===== src/rtl/mips_mem_pkg.sv =====
// Shared types and constants for the data-memory load/store path.
// Size codes, LSU state encoding and default memory depth.
package mips_mem_pkg;

    localparam logic [1:0] SZ_BYTE = 2'b00;
    localparam logic [1:0] SZ_HALF = 2'b01;
    localparam logic [1:0] SZ_WORD = 2'b10;
    localparam logic [1:0] SZ_ILL  = 2'b11;

    localparam int MEM_WORDS_DEF = 32;

    typedef enum logic [2:0] {
        IDLE,
        RD_ISSUE,
        RD_WAIT,
        WR_ISSUE,
        RESP
    } lsu_state_t;

endpackage


===== src/rtl/load_store_unit_if.sv =====
// Request/response and data-memory signals of the load/store unit.
// slave is the LSU view, master is the pipeline/memory side.
interface load_store_unit_if;

    logic        req_valid;
    logic        req_ready;
    logic        req_write;
    logic [1:0]  req_size;
    logic        req_unsigned;
    logic [31:0] req_addr;
    logic [31:0] req_wdata;
    logic        resp_valid;
    logic [31:0] resp_rdata;
    logic        resp_error;
    logic        mem_read;
    logic [31:0] mem_read_addr;
    logic [31:0] mem_read_data;
    logic        mem_write;
    logic [31:0] mem_write_addr;
    logic [31:0] mem_write_data;

    modport slave (
        input  req_valid, req_write, req_size, req_unsigned,
        input  req_addr, req_wdata, mem_read_data,
        output req_ready, resp_valid, resp_rdata, resp_error,
        output mem_read, mem_read_addr,
        output mem_write, mem_write_addr, mem_write_data
    );

    modport master (
        output req_valid, req_write, req_size, req_unsigned,
        output req_addr, req_wdata, mem_read_data,
        input  req_ready, resp_valid, resp_rdata, resp_error,
        input  mem_read, mem_read_addr,
        input  mem_write, mem_write_addr, mem_write_data
    );

endinterface


===== src/rtl/lsu_lane_align.sv =====
// Big-endian lane extract (with extension) and lane merge for sub-word access.
// Purely combinational; offset 0 is the most significant byte.
module lsu_lane_align
    import mips_mem_pkg::*;
(
    input  logic [31:0] word,
    input  logic [1:0]  offset,
    input  logic [1:0]  size,
    input  logic        is_unsigned,
    input  logic [31:0] wdata,
    output logic [31:0] rdata,
    output logic [31:0] merged
);

    logic [7:0]  lane_b;
    logic [15:0] lane_h;
    logic        sx;

    // ~offset picks the byte lane counted from bit 0
    assign lane_b = word[{~offset, 3'b000} +: 8];
    assign lane_h = offset[1] ? word[15:0] : word[31:16];
    assign sx     = ~is_unsigned;

    always_comb begin
        rdata = word;
        case (size)
            SZ_BYTE: rdata = {{24{sx & lane_b[7]}}, lane_b};
            SZ_HALF: rdata = {{16{sx & lane_h[15]}}, lane_h};
            default: rdata = word;
        endcase
    end

    always_comb begin
        merged = word;
        case (size)
            SZ_BYTE: merged[{~offset, 3'b000} +: 8] = wdata[7:0];
            SZ_HALF: begin
                if (offset[1])
                    merged[15:0] = wdata[15:0];
                else
                    merged[31:16] = wdata[15:0];
            end
            default: merged = wdata;
        endcase
    end

endmodule


===== src/rtl/load_store_unit.sv =====
// Data-memory initiator: checks a request, sequences read/write strobes,
// extends sub-word loads and read-modify-writes sub-word stores.
module load_store_unit
    import mips_mem_pkg::*;
#(
    parameter int MEM_WORDS = MEM_WORDS_DEF
) (
    input  logic               clk,
    input  logic               reset,
    load_store_unit_if.slave   bus
);

    localparam logic [31:0] LIMIT = 32'(MEM_WORDS * 4);

    lsu_state_t  state;
    lsu_state_t  next;
    logic        write_q;
    logic        uns_q;
    logic        err_q;
    logic [1:0]  size_q;
    logic [31:0] addr_q;
    logic [31:0] wdata_q;
    logic [31:0] rdata_q;
    logic [31:0] ext;
    logic [31:0] merged;
    logic        req_err;
    logic        accept;

    assign accept = (state == IDLE) && bus.req_valid;

    always_comb begin
        req_err = 1'b0;
        case (bus.req_size)
            SZ_BYTE: req_err = 1'b0;
            SZ_HALF: req_err = bus.req_addr[0];
            SZ_WORD: req_err = |bus.req_addr[1:0];
            SZ_ILL:  req_err = 1'b1;
        endcase
        if (bus.req_addr >= LIMIT)
            req_err = 1'b1;
    end

    lsu_lane_align u_align (
        .word        (bus.mem_read_data),
        .offset      (addr_q[1:0]),
        .size        (size_q),
        .is_unsigned (uns_q),
        .wdata       (wdata_q),
        .rdata       (ext),
        .merged      (merged)
    );

    always_comb begin
        next = state;
        unique case (state)
            IDLE: begin
                if (bus.req_valid) begin
                    if (req_err)
                        next = RESP;
                    else if (bus.req_write && bus.req_size == SZ_WORD)
                        next = WR_ISSUE;
                    else
                        next = RD_ISSUE;
                end
            end
            RD_ISSUE: next = RD_WAIT;
            RD_WAIT:  next = write_q ? WR_ISSUE : RESP;
            WR_ISSUE: next = RESP;
            RESP:     next = IDLE;
            default:  next = IDLE;
        endcase
    end

    always_ff @(posedge clk or posedge reset) begin
        if (reset) begin
            state   <= IDLE;
            write_q <= 1'b0;
            uns_q   <= 1'b0;
            err_q   <= 1'b0;
            size_q  <= 2'b00;
            addr_q  <= '0;
            wdata_q <= '0;
            rdata_q <= '0;
        end else begin
            state <= next;
            if (accept) begin
                write_q <= bus.req_write;
                uns_q   <= bus.req_unsigned;
                err_q   <= req_err;
                size_q  <= bus.req_size;
                addr_q  <= bus.req_addr;
                wdata_q <= bus.req_wdata;
                rdata_q <= '0;
            end
            // wdata_q becomes the full word to write for sub-word stores
            if (state == RD_WAIT) begin
                if (write_q)
                    wdata_q <= merged;
                else
                    rdata_q <= ext;
            end
        end
    end

    assign bus.req_ready      = (state == IDLE);
    assign bus.resp_valid     = (state == RESP);
    assign bus.resp_rdata     = bus.resp_valid ? rdata_q : '0;
    assign bus.resp_error     = bus.resp_valid & err_q;
    assign bus.mem_read       = (state == RD_ISSUE);
    assign bus.mem_read_addr  = bus.mem_read ? {addr_q[31:2], 2'b00} : '0;
    assign bus.mem_write      = (state == WR_ISSUE);
    assign bus.mem_write_addr = bus.mem_write ? {addr_q[31:2], 2'b00} : '0;
    assign bus.mem_write_data = bus.mem_write ? wdata_q : '0;

endmodule


===== src/flat_wrapper.sv =====
// flat-port wrapper written by rule: the top's interface ports become plain ports
module load_store_unit_flat import mips_mem_pkg::*;
#(
    parameter int MEM_WORDS = MEM_WORDS_DEF
)
  (clk, reset, bus_req_valid, bus_req_write, bus_req_size, bus_req_unsigned, bus_req_addr, bus_req_wdata, bus_mem_read_data, bus_req_ready, bus_resp_valid, bus_resp_rdata, bus_resp_error, bus_mem_read, bus_mem_read_addr, bus_mem_write, bus_mem_write_addr, bus_mem_write_data);
  load_store_unit_if bus_i ();
  input  logic clk;
  input  logic reset;
  input wire logic [$bits(bus_i.req_valid)-1:0] bus_req_valid;
  input wire logic [$bits(bus_i.req_write)-1:0] bus_req_write;
  input wire logic [$bits(bus_i.req_size)-1:0] bus_req_size;
  input wire logic [$bits(bus_i.req_unsigned)-1:0] bus_req_unsigned;
  input wire logic [$bits(bus_i.req_addr)-1:0] bus_req_addr;
  input wire logic [$bits(bus_i.req_wdata)-1:0] bus_req_wdata;
  input wire logic [$bits(bus_i.mem_read_data)-1:0] bus_mem_read_data;
  output wire logic [$bits(bus_i.req_ready)-1:0] bus_req_ready;
  output wire logic [$bits(bus_i.resp_valid)-1:0] bus_resp_valid;
  output wire logic [$bits(bus_i.resp_rdata)-1:0] bus_resp_rdata;
  output wire logic [$bits(bus_i.resp_error)-1:0] bus_resp_error;
  output wire logic [$bits(bus_i.mem_read)-1:0] bus_mem_read;
  output wire logic [$bits(bus_i.mem_read_addr)-1:0] bus_mem_read_addr;
  output wire logic [$bits(bus_i.mem_write)-1:0] bus_mem_write;
  output wire logic [$bits(bus_i.mem_write_addr)-1:0] bus_mem_write_addr;
  output wire logic [$bits(bus_i.mem_write_data)-1:0] bus_mem_write_data;
  assign bus_i.req_valid = bus_req_valid;
  assign bus_i.req_write = bus_req_write;
  assign bus_i.req_size = bus_req_size;
  assign bus_i.req_unsigned = bus_req_unsigned;
  assign bus_i.req_addr = bus_req_addr;
  assign bus_i.req_wdata = bus_req_wdata;
  assign bus_i.mem_read_data = bus_mem_read_data;
  assign bus_req_ready = bus_i.req_ready;
  assign bus_resp_valid = bus_i.resp_valid;
  assign bus_resp_rdata = bus_i.resp_rdata;
  assign bus_resp_error = bus_i.resp_error;
  assign bus_mem_read = bus_i.mem_read;
  assign bus_mem_read_addr = bus_i.mem_read_addr;
  assign bus_mem_write = bus_i.mem_write;
  assign bus_mem_write_addr = bus_i.mem_write_addr;
  assign bus_mem_write_data = bus_i.mem_write_data;
  load_store_unit #(.MEM_WORDS(MEM_WORDS)) u_core (.clk(clk), .reset(reset), .bus(bus_i));
endmodule

===== config.mk =====
export PLATFORM = sky130hd
export DESIGN_NAME = load_store_unit_flat
export DESIGN_NICKNAME = d
export VERILOG_FILES = /design/src/rtl/mips_mem_pkg.sv /design/src/rtl/load_store_unit_if.sv /design/src/rtl/lsu_lane_align.sv /design/src/rtl/load_store_unit.sv /design/src/flat_wrapper.sv
export SDC_FILE = /design/constraint.sdc
export NUM_CORES = 1
export LEC_CHECK = 0
export CORE_ASPECT_RATIO = 0.5
export CORE_MARGIN = 4
export CORE_UTILIZATION = 55
export DETAILED_ROUTE_END_ITERATION = 16
export DONT_BUFFER_PORTS = 1
export PLACE_DENSITY = 0.7
export SYNTH_ARGS = -nofsm -noshare
export SYNTH_HDL_FRONTEND = slang
export SYNTH_SLANG_ARGS = --single-unit

===== constraint.sdc =====
create_clock -name clk -period 4.9 [get_ports clk]
set_input_delay 0.98 -clock clk [delete_from_list [all_inputs] [get_ports clk]]
set_output_delay 0.98 -clock clk [all_outputs]
set_load 0.02 [all_outputs]

==> metrics.md <==
| Metric | Value |
|---|---|
| Status | `finished clean` |
| Arr. time, crit path | `2.52 ns` |
| Final Util | `59.2%` |
| Reg area | `0.00260 sq mm` |
| Vias | `5443` |
| Pre-antenna DRT Iters | `7` |
| DRC violations left | `0` |
| # IOs | `236` |
| Final worst slack | `1.40 ns` |
| Clock Path Buffers | `2` |
| IO Port Bufs | `0` |
| Largest net degree at the start of global routing | `90` |
| Placer Congestion | `0.893` |
| Post-route ant nets | `0` |
| Final hold vios | `0` |
| CP max FO | `64` |
| Drt total wl | `19400 um` |
| All-Layer GR Usage | `28.7%` |
| DR WL/cell | `22.9 um` |
| Worst-case reg-to-reg path depth | `4` |
| CTS tree | `done` |
| Crit path launch type | `flop` |
| Pwr Density | `318 mW/mm^2` |
| Largest area contributor in the netlist | `dfrtp_1` |
| Global Route met1 Usage | `41.4%` |
| Layout fillers | `983` |
| R2R Setup Slk | `1.82 ns` |
| Vias in the first global route | `5126` |
| Cells after Synth | `743` |
| Layout Nets | `806` |
| Commonest cells post-synth | `151 x nand2_1, 104 x dfrtp_1, 95 x and2_1, 48 x nor2_1, 38 x clkbuf_1` |
| Clock root cell | `clkbuf_16` |
| Gr busiest metal | `met2` |
| Die outline area | `0.0133 sq mm` |
| Worst slew margin | `20.5%` |
| Die Span Y | `83.7 um` |
| Final Max Tran Viols | `0` |
| Seq/Total Area, Yosys | `41.3%` |
| Clock Sinks | `104` |
| Post-layout min period | `3.50 ns` |
| Max Fclk | `285 MHz` |
| Met2 global-route usage | `42.7%` |
| Hold Crit Depth | `1` |
| Hpwl dp | `14100 um` |
| Post-Route Skew | `0.00674 ns` |
| Total power | `2.08 mW` |
| Layout area overhead | `4.17%` |
| Peak VDD IR | `158 uV` |
| Setup TNS | `0 ns` |
| Die Wd | `159 um` |
| CP endpoint kind | `output port` |
| Ys Warns | `0` |
| Seq cells post-synth | `104` |
| Clk_lat worst skew | `0.34 ns` |
| Async SR Flop Fraction | `100%` |
| Starting Density | `56.8%` |
| CTS HTree Levels | `3` |
| Reg clk slew, reported paths | `0.07 ns` |
| Number of hold buffers added after CTS | `0` |
| Num rows | `27` |
| Initial antenna violation count | `0` |
| Most common cell in the synthesized netlist | `nand2_1` |
| Top-area cell type share of the netlist area | `41.3%` |
| Yosys cell types | `57` |
| Vias/cell | `6.43` |
| 1st-iter DRT viols | `470` |
| GRT overflow | `0` |
| Met3 Track Usage GR | `10.2%` |
| Crit share post-route | `71.5%` |
| Main synth FF type | `dfrtp_1` |
| Core Area | `0.0111 sq mm` |
| RSZ-0062 raised after global routing | `no` |
| Max Cap Viol | `0` |
| LEAKAGE | `3.06 nW` |
| First-pass GRT wire length | `30400 um` |
| Total CTS buffers | `9` |
| Synth Cell Area | `0.00630 sq mm` |
| Final setup vio count | `0` |
| Post-CTS sizing | `0` |
| Ant. Diodes | `0` |
| Layout cells sized above 1 | `7.12%` |
| Largest cells by area after synthesis | `dfrtp_1 41%, and2_1 9.4%, nand2_1 9.0%` |
| Hold WC Path Type | `flop to flop` |
| Post CTS Setup Buffer Count | `0` |
| Worst EP required | `3.92 ns` |
| Syn avg cell area | `8.48 sq um` |
| Slew @ Worst Pin | `1.18 ns` |
| EDFF count, synth | `0` |
| Place WS | `1.77 ns` |
| Area of the multi-input gates | `0.00340 sq mm` |
| WS Path Type | `flop to output port` |
## path summary, 6_finish.rpt
check,from,end
setup / recovery,u_core.state[2]$_DFFE_PP0P_,bus_mem_write_data[31]
hold / removal,u_core.err_q$_DFFE_PP0P_,u_core.err_q$_DFFE_PP0P_
setup reg to reg,u_core.state[2]$_DFFE_PP0P_,u_core.wdata_q[7]$_DFFE_PP0P_
hold reg to reg,u_core.err_q$_DFFE_PP0P_,u_core.err_q$_DFFE_PP0P_
max in group asynchronous,reset,u_core.wdata_q[26]$_DFFE_PP0N_
min in group asynchronous,reset,u_core.wdata_q[30]$_DFFE_PP0N_
## critical path, stage by stage (launching register included)
cell and delay [ns]:
dfrtp_1 0.80, and3b_2 1.00, and2_1 0.37
## flip-flops by register name (all words and copies together) (netlist names)
signal,cells
u_core.wdata_q,32
u_core.state,3
u_core.rdata_q,32
u_core.size_q,2
u_core.addr_q,32
u_core.write_q,1
u_core.uns_q,1
u_core.err_q,1
## routing by layer
layer	share of wire, %	vias to the layer above
li1	-	2490
met1	43	2662
met5	0	-
met2	45	278
met4	0.78	0
met3	11	13
## through the flow
| step | hold WS, ns | std cells | cell area, sq um |
|---|---|---|---|
| 3_3_place_gp | 0.466 | 832 | 6270 |
| 4_1_cts | 0.488 | 847 | 6560 |
| 3_5_place_dp | 0.473 | 832 | 6270 |
| 6_report | 0.485 | 847 | 6560 |
| 2_1_floorplan | 0.451 | 746 | 6310 |
| 5_1_grt | 0.509 | 847 | 6560 |
## cell usage in the layout (no fill, tap or decap), types with 3 or more instances in the layout
master     instances
ha_1               5
buf_4              7
a222oi_1           4
a22o_1            13
a31oi_1            3
o2bb2ai_1          7
nand2_1          151
and2_1            95
nor2b_1            3
o21a_1            10
a211oi_1           4
nor3_1             8
o21ai_0           20
nand3_1            8
a221oi_1          17
a21oi_1           26
nor4_1             7
inv_1              7
mux2_2            12
mux2i_1            3
nand2b_1           3
clkbuf_16          9
nor2_1            47
o22ai_1            9
o211ai_1           6
conb_1             4
and3_1            34
o22a_1             7
a22oi_1           30
dfrtp_1          104
## area by class of cell
| class | instances | area share [%] |
|---|---|---|
| Multi-Input combinational cell | 568 | 51.9 |
| Clock inverter | 4 | 0.839 |
| Inverter | 8 | 0.496 |
| Tap cell | 145 | 2.77 |
| Sequential cell | 104 | 39.7 |
| Timing Repair Buffer | 7 | 0.801 |
| Clock buffer | 11 | 3.55 |
## kinds of logic (layout without fill, tap and decap cells)
kind of cell,Yosys count,in the layout,share of synthesized area [%]
simple gates,378,378,30.4
compound gates,165,165,19.1
flops,104,104,41.3
buf+inv,74,30,5.15
mux,16,16,2.98
fa+ha+maj,5,5,0.993
other cells,1,4,0.0595
## power breakdown
part | internal (mW) | total, mW | switching, mW
combinational | 0.137 | 0.341 | 0.204
clock | 0.397 | 0.713 | 0.316
sequential | 0.938 | 1.03 | 0.0915
Note: power is estimated with default switching activity, not from simulation.
